===== config.mk =====
export PLATFORM = sky130hd
export DESIGN_NAME = accel_sched_flat
export DESIGN_NICKNAME = d
export VERILOG_FILES = /design/src/rtl/accel_sched_if.sv /design/src/rtl/accel_sched.sv /design/src/flat_wrapper.sv
export SDC_FILE = /design/constraint.sdc
export NUM_CORES = 1
export LEC_CHECK = 0
export CAP_MARGIN = 40
export CORE_ASPECT_RATIO = 1.1
export CORE_UTILIZATION = 53
export DETAILED_ROUTE_END_ITERATION = 12
export PLACE_DENSITY = 0.84
export SLEW_MARGIN = 15
export SYNTH_ARGS = -nofsm -noshare
export SYNTH_HDL_FRONTEND = slang
export SYNTH_SLANG_ARGS = --single-unit

===== constraint.sdc =====
create_clock -name clk_i -period 3 [get_ports clk_i]
set_clock_uncertainty 0.2 [all_clocks]
set_input_delay 0.6 -clock clk_i [delete_from_list [all_inputs] [get_ports clk_i]]
set_output_delay 0.6 -clock clk_i [all_outputs]
set_load 0.005 [all_outputs]

===== src/rtl/accel_sched_if.sv =====
// Control bundle between requesters/accelerator pins and accel_sched.
// Driven by the requester/accelerator side (master) and consumed by the scheduler (slave).
interface accel_sched_if #(
  parameter int REQ_NUM   = 4,
  parameter int TIMEOUT_W = 16
);
  localparam int OW = $clog2(REQ_NUM);

  logic [REQ_NUM-1:0]   req_i;
  logic [TIMEOUT_W-1:0] timeout_i;
  logic                 accel_rdy_i;
  logic                 accel_int_fin_i;
  logic [REQ_NUM-1:0]   grant_o;
  logic [REQ_NUM-1:0]   done_o;
  logic [REQ_NUM-1:0]   err_o;
  logic [OW-1:0]        owner_bo;
  logic                 busy_o;
  logic                 accel_sw_on_o;
  logic                 accel_start_o;

  modport master (
    output req_i, timeout_i, accel_rdy_i, accel_int_fin_i,
    input  grant_o, done_o, err_o, owner_bo, busy_o, accel_sw_on_o, accel_start_o
  );

  modport slave (
    input  req_i, timeout_i, accel_rdy_i, accel_int_fin_i,
    output grant_o, done_o, err_o, owner_bo, busy_o, accel_sw_on_o, accel_start_o
  );
endinterface


===== src/rtl/accel_sched.sv =====
// Power sequencer + round-robin job arbiter for the shared accelerator; grant/start 1 cycle after an IDLE request, all outputs registered.
// Requesters hold req until granted (no other backpressure); ACCEL_AUTO_PWROFF_EN adds idle auto power-off.
module accel_sched #(
  parameter int REQ_NUM     = 4,
  parameter int TIMEOUT_W   = 16,
  parameter int PWROFF_IDLE = 64
) (
  input logic          clk_i,
  input logic          rst_ni,
  accel_sched_if.slave bus
);
  localparam int OW = $clog2(REQ_NUM);

  typedef enum logic [2:0] {
    S_OFF,
    S_PWRUP,
    S_IDLE,
    S_START,
    S_RUN
  } state_t;

  state_t               state_q, state_d;
  logic [REQ_NUM-1:0]   grant_q, grant_d;
  logic [REQ_NUM-1:0]   done_q, done_d;
  logic [REQ_NUM-1:0]   err_q, err_d;
  logic [OW-1:0]        owner_q, owner_d;
  logic [OW-1:0]        last_q, last_d;
  logic                 busy_q, busy_d;
  logic                 sw_on_q, sw_on_d;
  logic                 start_q, start_d;
  logic [TIMEOUT_W-1:0] cnt_q, cnt_d;
  logic [TIMEOUT_W:0]   cnt_inc;
  logic                 expired;
  logic [OW-1:0]        pick;
  logic                 pick_vld;

`ifdef ACCEL_AUTO_PWROFF_EN
  localparam int IW = $clog2(PWROFF_IDLE + 1);
  logic [IW-1:0] idle_q, idle_d;
`else
  logic unused_pwroff;
  assign unused_pwroff = ^PWROFF_IDLE;
`endif

  // Round-robin: indices above last owner first, then wrap to the low end.
  always_comb begin
    pick     = last_q;
    pick_vld = 1'b0;
    for (int i = 0; i < REQ_NUM; i++) begin
      if (!pick_vld && bus.req_i[i] && (OW'(i) > last_q)) begin
        pick     = OW'(i);
        pick_vld = 1'b1;
      end
    end
    for (int i = 0; i < REQ_NUM; i++) begin
      if (!pick_vld && bus.req_i[i] && (OW'(i) <= last_q)) begin
        pick     = OW'(i);
        pick_vld = 1'b1;
      end
    end
  end

  // Extra bit keeps a saturated counter from ever matching timeout_i.
  assign cnt_inc = {1'b0, cnt_q} + 1'b1;
  assign expired = (bus.timeout_i != '0) && (cnt_inc == {1'b0, bus.timeout_i});

  always_comb begin
    state_d = state_q;
    owner_d = owner_q;
    last_d  = last_q;
    cnt_d   = cnt_q;
    grant_d = '0;
    done_d  = '0;
    err_d   = '0;
    start_d = 1'b0;
`ifdef ACCEL_AUTO_PWROFF_EN
    idle_d  = '0;
`endif
    case (state_q)
      S_OFF: begin
        if (|bus.req_i) state_d = S_PWRUP;
      end
      S_PWRUP: begin
        if (bus.accel_rdy_i) state_d = S_IDLE;
      end
      S_IDLE: begin
        if (pick_vld) begin
          owner_d = pick;
          grant_d = {{(REQ_NUM-1){1'b0}}, 1'b1} << pick;
          start_d = 1'b1;
          state_d = S_START;
        end
`ifdef ACCEL_AUTO_PWROFF_EN
        else if (idle_q == IW'(PWROFF_IDLE - 1)) begin
          state_d = S_OFF;
        end else begin
          idle_d = idle_q + 1'b1;
        end
`endif
      end
      S_START: begin
        cnt_d   = '0;
        state_d = S_RUN;
      end
      S_RUN: begin
        cnt_d = (&cnt_q) ? cnt_q : cnt_inc[TIMEOUT_W-1:0];
        // Completion takes precedence over a same-cycle expiry.
        if (bus.accel_int_fin_i) begin
          done_d[owner_q] = 1'b1;
          last_d          = owner_q;
          state_d         = S_IDLE;
        end else if (expired) begin
          err_d[owner_q] = 1'b1;
          last_d         = owner_q;
          state_d        = S_IDLE;
        end
      end
      default: state_d = S_OFF;
    endcase
    busy_d  = (state_d == S_START) || (state_d == S_RUN);
    sw_on_d = (state_d != S_OFF);
  end

  always_ff @(posedge clk_i) begin
    if (!rst_ni) begin
      state_q <= S_OFF;
      owner_q <= '0;
      last_q  <= OW'(REQ_NUM - 1);
      cnt_q   <= '0;
      grant_q <= '0;
      done_q  <= '0;
      err_q   <= '0;
      busy_q  <= 1'b0;
      sw_on_q <= 1'b0;
      start_q <= 1'b0;
`ifdef ACCEL_AUTO_PWROFF_EN
      idle_q  <= '0;
`endif
    end else begin
      state_q <= state_d;
      owner_q <= owner_d;
      last_q  <= last_d;
      cnt_q   <= cnt_d;
      grant_q <= grant_d;
      done_q  <= done_d;
      err_q   <= err_d;
      busy_q  <= busy_d;
      sw_on_q <= sw_on_d;
      start_q <= start_d;
`ifdef ACCEL_AUTO_PWROFF_EN
      idle_q  <= idle_d;
`endif
    end
  end

  assign bus.grant_o       = grant_q;
  assign bus.done_o        = done_q;
  assign bus.err_o         = err_q;
  assign bus.owner_bo      = owner_q;
  assign bus.busy_o        = busy_q;
  assign bus.accel_sw_on_o = sw_on_q;
  assign bus.accel_start_o = start_q;
endmodule

===== src/flat_wrapper.sv =====
// flat-port wrapper written by rule: the top's interface ports become plain ports
module accel_sched_flat 
#(
  parameter int REQ_NUM     = 4,
  parameter int TIMEOUT_W   = 16,
  parameter int PWROFF_IDLE = 64
)
  (clk_i, rst_ni, bus_req_i, bus_timeout_i, bus_accel_rdy_i, bus_accel_int_fin_i, bus_grant_o, bus_done_o, bus_err_o, bus_owner_bo, bus_busy_o, bus_accel_sw_on_o, bus_accel_start_o);
  accel_sched_if #(.REQ_NUM(REQ_NUM), .TIMEOUT_W(TIMEOUT_W)) bus_i ();
  input logic clk_i;
  input logic rst_ni;
  input wire logic [$bits(bus_i.req_i)-1:0] bus_req_i;
  input wire logic [$bits(bus_i.timeout_i)-1:0] bus_timeout_i;
  input wire logic [$bits(bus_i.accel_rdy_i)-1:0] bus_accel_rdy_i;
  input wire logic [$bits(bus_i.accel_int_fin_i)-1:0] bus_accel_int_fin_i;
  output wire logic [$bits(bus_i.grant_o)-1:0] bus_grant_o;
  output wire logic [$bits(bus_i.done_o)-1:0] bus_done_o;
  output wire logic [$bits(bus_i.err_o)-1:0] bus_err_o;
  output wire logic [$bits(bus_i.owner_bo)-1:0] bus_owner_bo;
  output wire logic [$bits(bus_i.busy_o)-1:0] bus_busy_o;
  output wire logic [$bits(bus_i.accel_sw_on_o)-1:0] bus_accel_sw_on_o;
  output wire logic [$bits(bus_i.accel_start_o)-1:0] bus_accel_start_o;
  assign bus_i.req_i = bus_req_i;
  assign bus_i.timeout_i = bus_timeout_i;
  assign bus_i.accel_rdy_i = bus_accel_rdy_i;
  assign bus_i.accel_int_fin_i = bus_accel_int_fin_i;
  assign bus_grant_o = bus_i.grant_o;
  assign bus_done_o = bus_i.done_o;
  assign bus_err_o = bus_i.err_o;
  assign bus_owner_bo = bus_i.owner_bo;
  assign bus_busy_o = bus_i.busy_o;
  assign bus_accel_sw_on_o = bus_i.accel_sw_on_o;
  assign bus_accel_start_o = bus_i.accel_start_o;
  accel_sched #(.REQ_NUM(REQ_NUM), .TIMEOUT_W(TIMEOUT_W), .PWROFF_IDLE(PWROFF_IDLE)) u_core (.clk_i(clk_i), .rst_ni(rst_ni), .bus(bus_i));
endmodule

==> run summary <==
The type of the tightest min-delay check was flop to flop. The congestion estimate from routability-driven global placement came to 0.949. Routed length on met3: 230 µm. The number of clock buffers added by TritonCTS is 5.

For this run the aggregate overflow at the end of global routing stands at 0. The clock tree synthesis step divided the H-tree into 2 levels. The logs give 0.00408 mm² for the area of the core region and 0.00466 mm² for the die outline area. For this design the static power due to leakage is 0.00104 µW.

Share of async-settable or async-resettable flops after synthesis: 0%. The count of flip-flops with a built-in enable after synthesis is 0, and the number of global-route vias before repair is 2068. The floorplan has 24 rows. The minimum clock period after layout is 2.82 ns. The residual DRC count was 0; the number of DRC markers after the initial detailed-route iteration was 131.

Registers are responsible for 50.7% of the overall power. By startpoint and endpoint, the worst setup path is classified as flop to flop. The highest net fanout along the worst path is 9, and the placed wire-length estimate after detailed placement is 4220 µm. The clock network accounts for 35.8% of the total power.

Dividing the detail-routed wire length by the instance count gives 14.9 µm. The final wirelength is 5690 µm. The routed metal-1 wirelength is 2420 µm, and the net switching component of the power is 252 µW.

After technology mapping, the gate count stands at 290. 41 I/O pins were placed. TritonCTS built the clock tree. The summed negative setup slack over all endpoints is 0 ns, and the max-slew violation count is 0. The pre-antenna-repair detailed-routing pass consisted of 4 iterations.

From left edge to right edge, the die measures 65.2 µm. The run gives 0 as the total of max-cap violations. No sink is reached through more buffers than the 2 on the longest clock path. Hold repair after CTS inserted 0 buffers. By area the synthesized netlist is led by dfxtp_1, xnor2_1, nor2_1. Ratio of routed vias to standard cells: 5.87. The number of hold-slack violations in the final timing report is 0, and the headroom to the max-slew limit is 65.5%. For this configuration, the core starts out at a cell density of 57.0%. The cell type with the highest aggregate area in the netlist is dfxtp_1.

At the pin with the least slew margin, the transition time is 0.516 ns. The worst path required time was 3.02 ns. For this run, the post-layout net count is 355. After synthesis, flip-flops and latches occupy 32.7% of the total area. Gates resized during post-CTS repair numbered 0. In this run, synthesis produced a sequential element count of 38. Per report_power, the combinational group accounts for 13.5% of the total.

The number of nets in the synthesized netlist is 315. The minimum hold slack was 0.310 ns. IR analysis of the VDD net gives a maximum drop of 0.209 mV.

After synthesis the cells add up to 0.00233 mm². The run gives 0 as the final antenna-violating net count. Of the available clock period, the critical path in the final layout requires 93.9%. The clock drives 38 sinks. The total number of yosys warnings is 0, and the count of input and output buffers is 40. Cell internal power was estimated by the tool at 770 µW. For the wire length on met2, the log shows 2940 µm.

Among all flip-flop cells after synthesis, the most frequent one is dfxtp_1. For the worst setup path, the data arrival time is 2.83 ns. Measured along the y axis, the die boundary spans 71.5 µm. Based on the critical path, the design can be clocked at up to 0.355 GHz.

The global-route wire length before repair came out at 9350 µm. The logs give 25.7% for the total global-route track usage and 2250 for the via total after detailed routing. The startpoint kind of the worst setup timing path is a flop.

The clock-pin slew on the worst setup and hold paths was 0.08 ns; the insertion delay of the later-clocked pin in the worst-skew pair was 0.29 ns. The number of antenna diodes in the final layout is 0. The area growth from synthesis to layout is 23.5%. The tree is rooted in a clkbuf_8.

In this run the power density over the cells is 355 mW/mm². Fraction of synthesized cell area taken by the top area cell type: 32.7%. Synthesis instantiated 55 different standard cells from the library.

Setup repair after global routing left no endpoint under its margin. Of the total power, the share spent switching nets is 24.6%. STA classifies the critical path endpoint as a flop.

Uppermost layer routed: met4. The run gives 0 as the number of antenna violations at the first check in global routing. The run finished with clean final reports. The number of setup buffers added after CTS is 0. Of the cells placed in the final design, the portion with a size suffix greater than 1 is 9.06%. The average footprint of a synthesized cell was 8.03 µm²; the pin count of the biggest net entering global routing was 17. Setup violations remaining at the end of the flow were counted as 0.
-- cells in the mapped netlist (all sizes together) (7+ instances only) --
cell type / number
o21ai: 22
nor4: 10
nor2b: 12
and3: 7
xnor2: 15
nor2: 29
nand3: 12
nand2: 23
dfxtp: 38
a21boi: 8
nor3: 11
and2: 7
a21oi: 11
clkbuf: 7
-- worst paths after layout --
kind	endpoint	cells after the start	slack, ns	from
setup / recovery	u_core.last_q[1]	8	0.18	u_core.cnt_q[1]
hold / removal	u_core.cnt_q[15]	1	0.31	u_core.cnt_q[15]
setup reg to reg	u_core.last_q[1]	8	0.18	u_core.cnt_q[1]
hold reg to reg	u_core.cnt_q[15]	1	0.31	u_core.cnt_q[15]
-- area by class of cell --
type / instances / area, µm²
inverter: 5 / 18.8
multi-input combinational: 234 / 1490
fill: 358 / 1210
tap: 52 / 65.1
clock inverter: 2 / 12.5
clock buffer: 6 / 82.6
timing repair buffer: 46 / 445
sequential: 38 / 761
-- layout by cell type, fill, tap and decap left out, types with 6 or more instances in the layout --
cell              n
dfxtp_1          38
clkdlybuf4s50_1  40
nor3_1            9
xnor2_1          15
a21oi_1          11
and3_1            7
or3_1             6
buf_4             6
a21boi_0          8
nand2_1          23
o21ai_0          21
nor2b_1          12
clkbuf_8          6
nand3_1          11
nor2_1           29
and2_1            7
xor2_1            6
nor4_1            8
-- critical path, stage by stage, from the launching register on --
cell      delay [ns]
dfxtp_1         0.39
ha_1            0.28
nand3_1         0.30
or3_1           0.49
o22ai_1         0.19
and4b_1         0.21
nand4b_1        0.09
o21ai_1         0.34
mux2i_1         0.25
-- sequential cells by signal, indices dropped and copies added (netlist names) --
signal and flops:
u_core.cnt_q 16, u_core.bus.done_o 4, u_core.bus.err_o 4, u_core.bus.grant_o 4
u_core.state_q 3, u_core.bus.owner_bo 2, u_core.last_q 2, u_core.bus.accel_start_o 1
u_core.bus.accel_sw_on_o 1, u_core.bus.busy_o 1
-- cells by family after synthesis --
group           after synthesis  synth area share, %
compound gates               61                 16.3
xor+xnor                     21                 7.90
buf+inv                      18                 3.33
flops                        38                 32.7
simple gates                144                 35.9
fa+ha+maj                     1                0.537
mux                           7                 3.28
-- through the flow --
stage               instances  setup slack, ns  utilization (%)  total power, µW  instance area, µm²
finish                    383            0.184             70.4             1020                2880
global route              383           0.0293             70.4             1060                2880
CTS                       383            0.231             70.4             1030                2880
detailed placement        375            0.114             68.1              665                2780
global placement          375            0.212             68.1              664                2780
floorplan                 290            0.578                -              598                2330
-- layer usage --
| layer | vias up | track usage, % |
|---|---|---|
| li1 | 1121 | - |
| met1 | 1053 | 29.9 |
| met2 | 64 | 46.6 |
| met3 | 12 | 5.10 |
| met4 | 0 | 8.21 |
| met5 | - | 0 |
-- power groups by stage --
stage	clock network (µW)	registers (µW)	logic, µW
6_report	366	518	138
3_3_place_gp	0	529	135
3_5_place_dp	0	529	136
2_1_floorplan	0	529	69.2
5_1_grt	396	518	149
4_1_cts	375	517	137
Power figures use the tool's default switching activity.
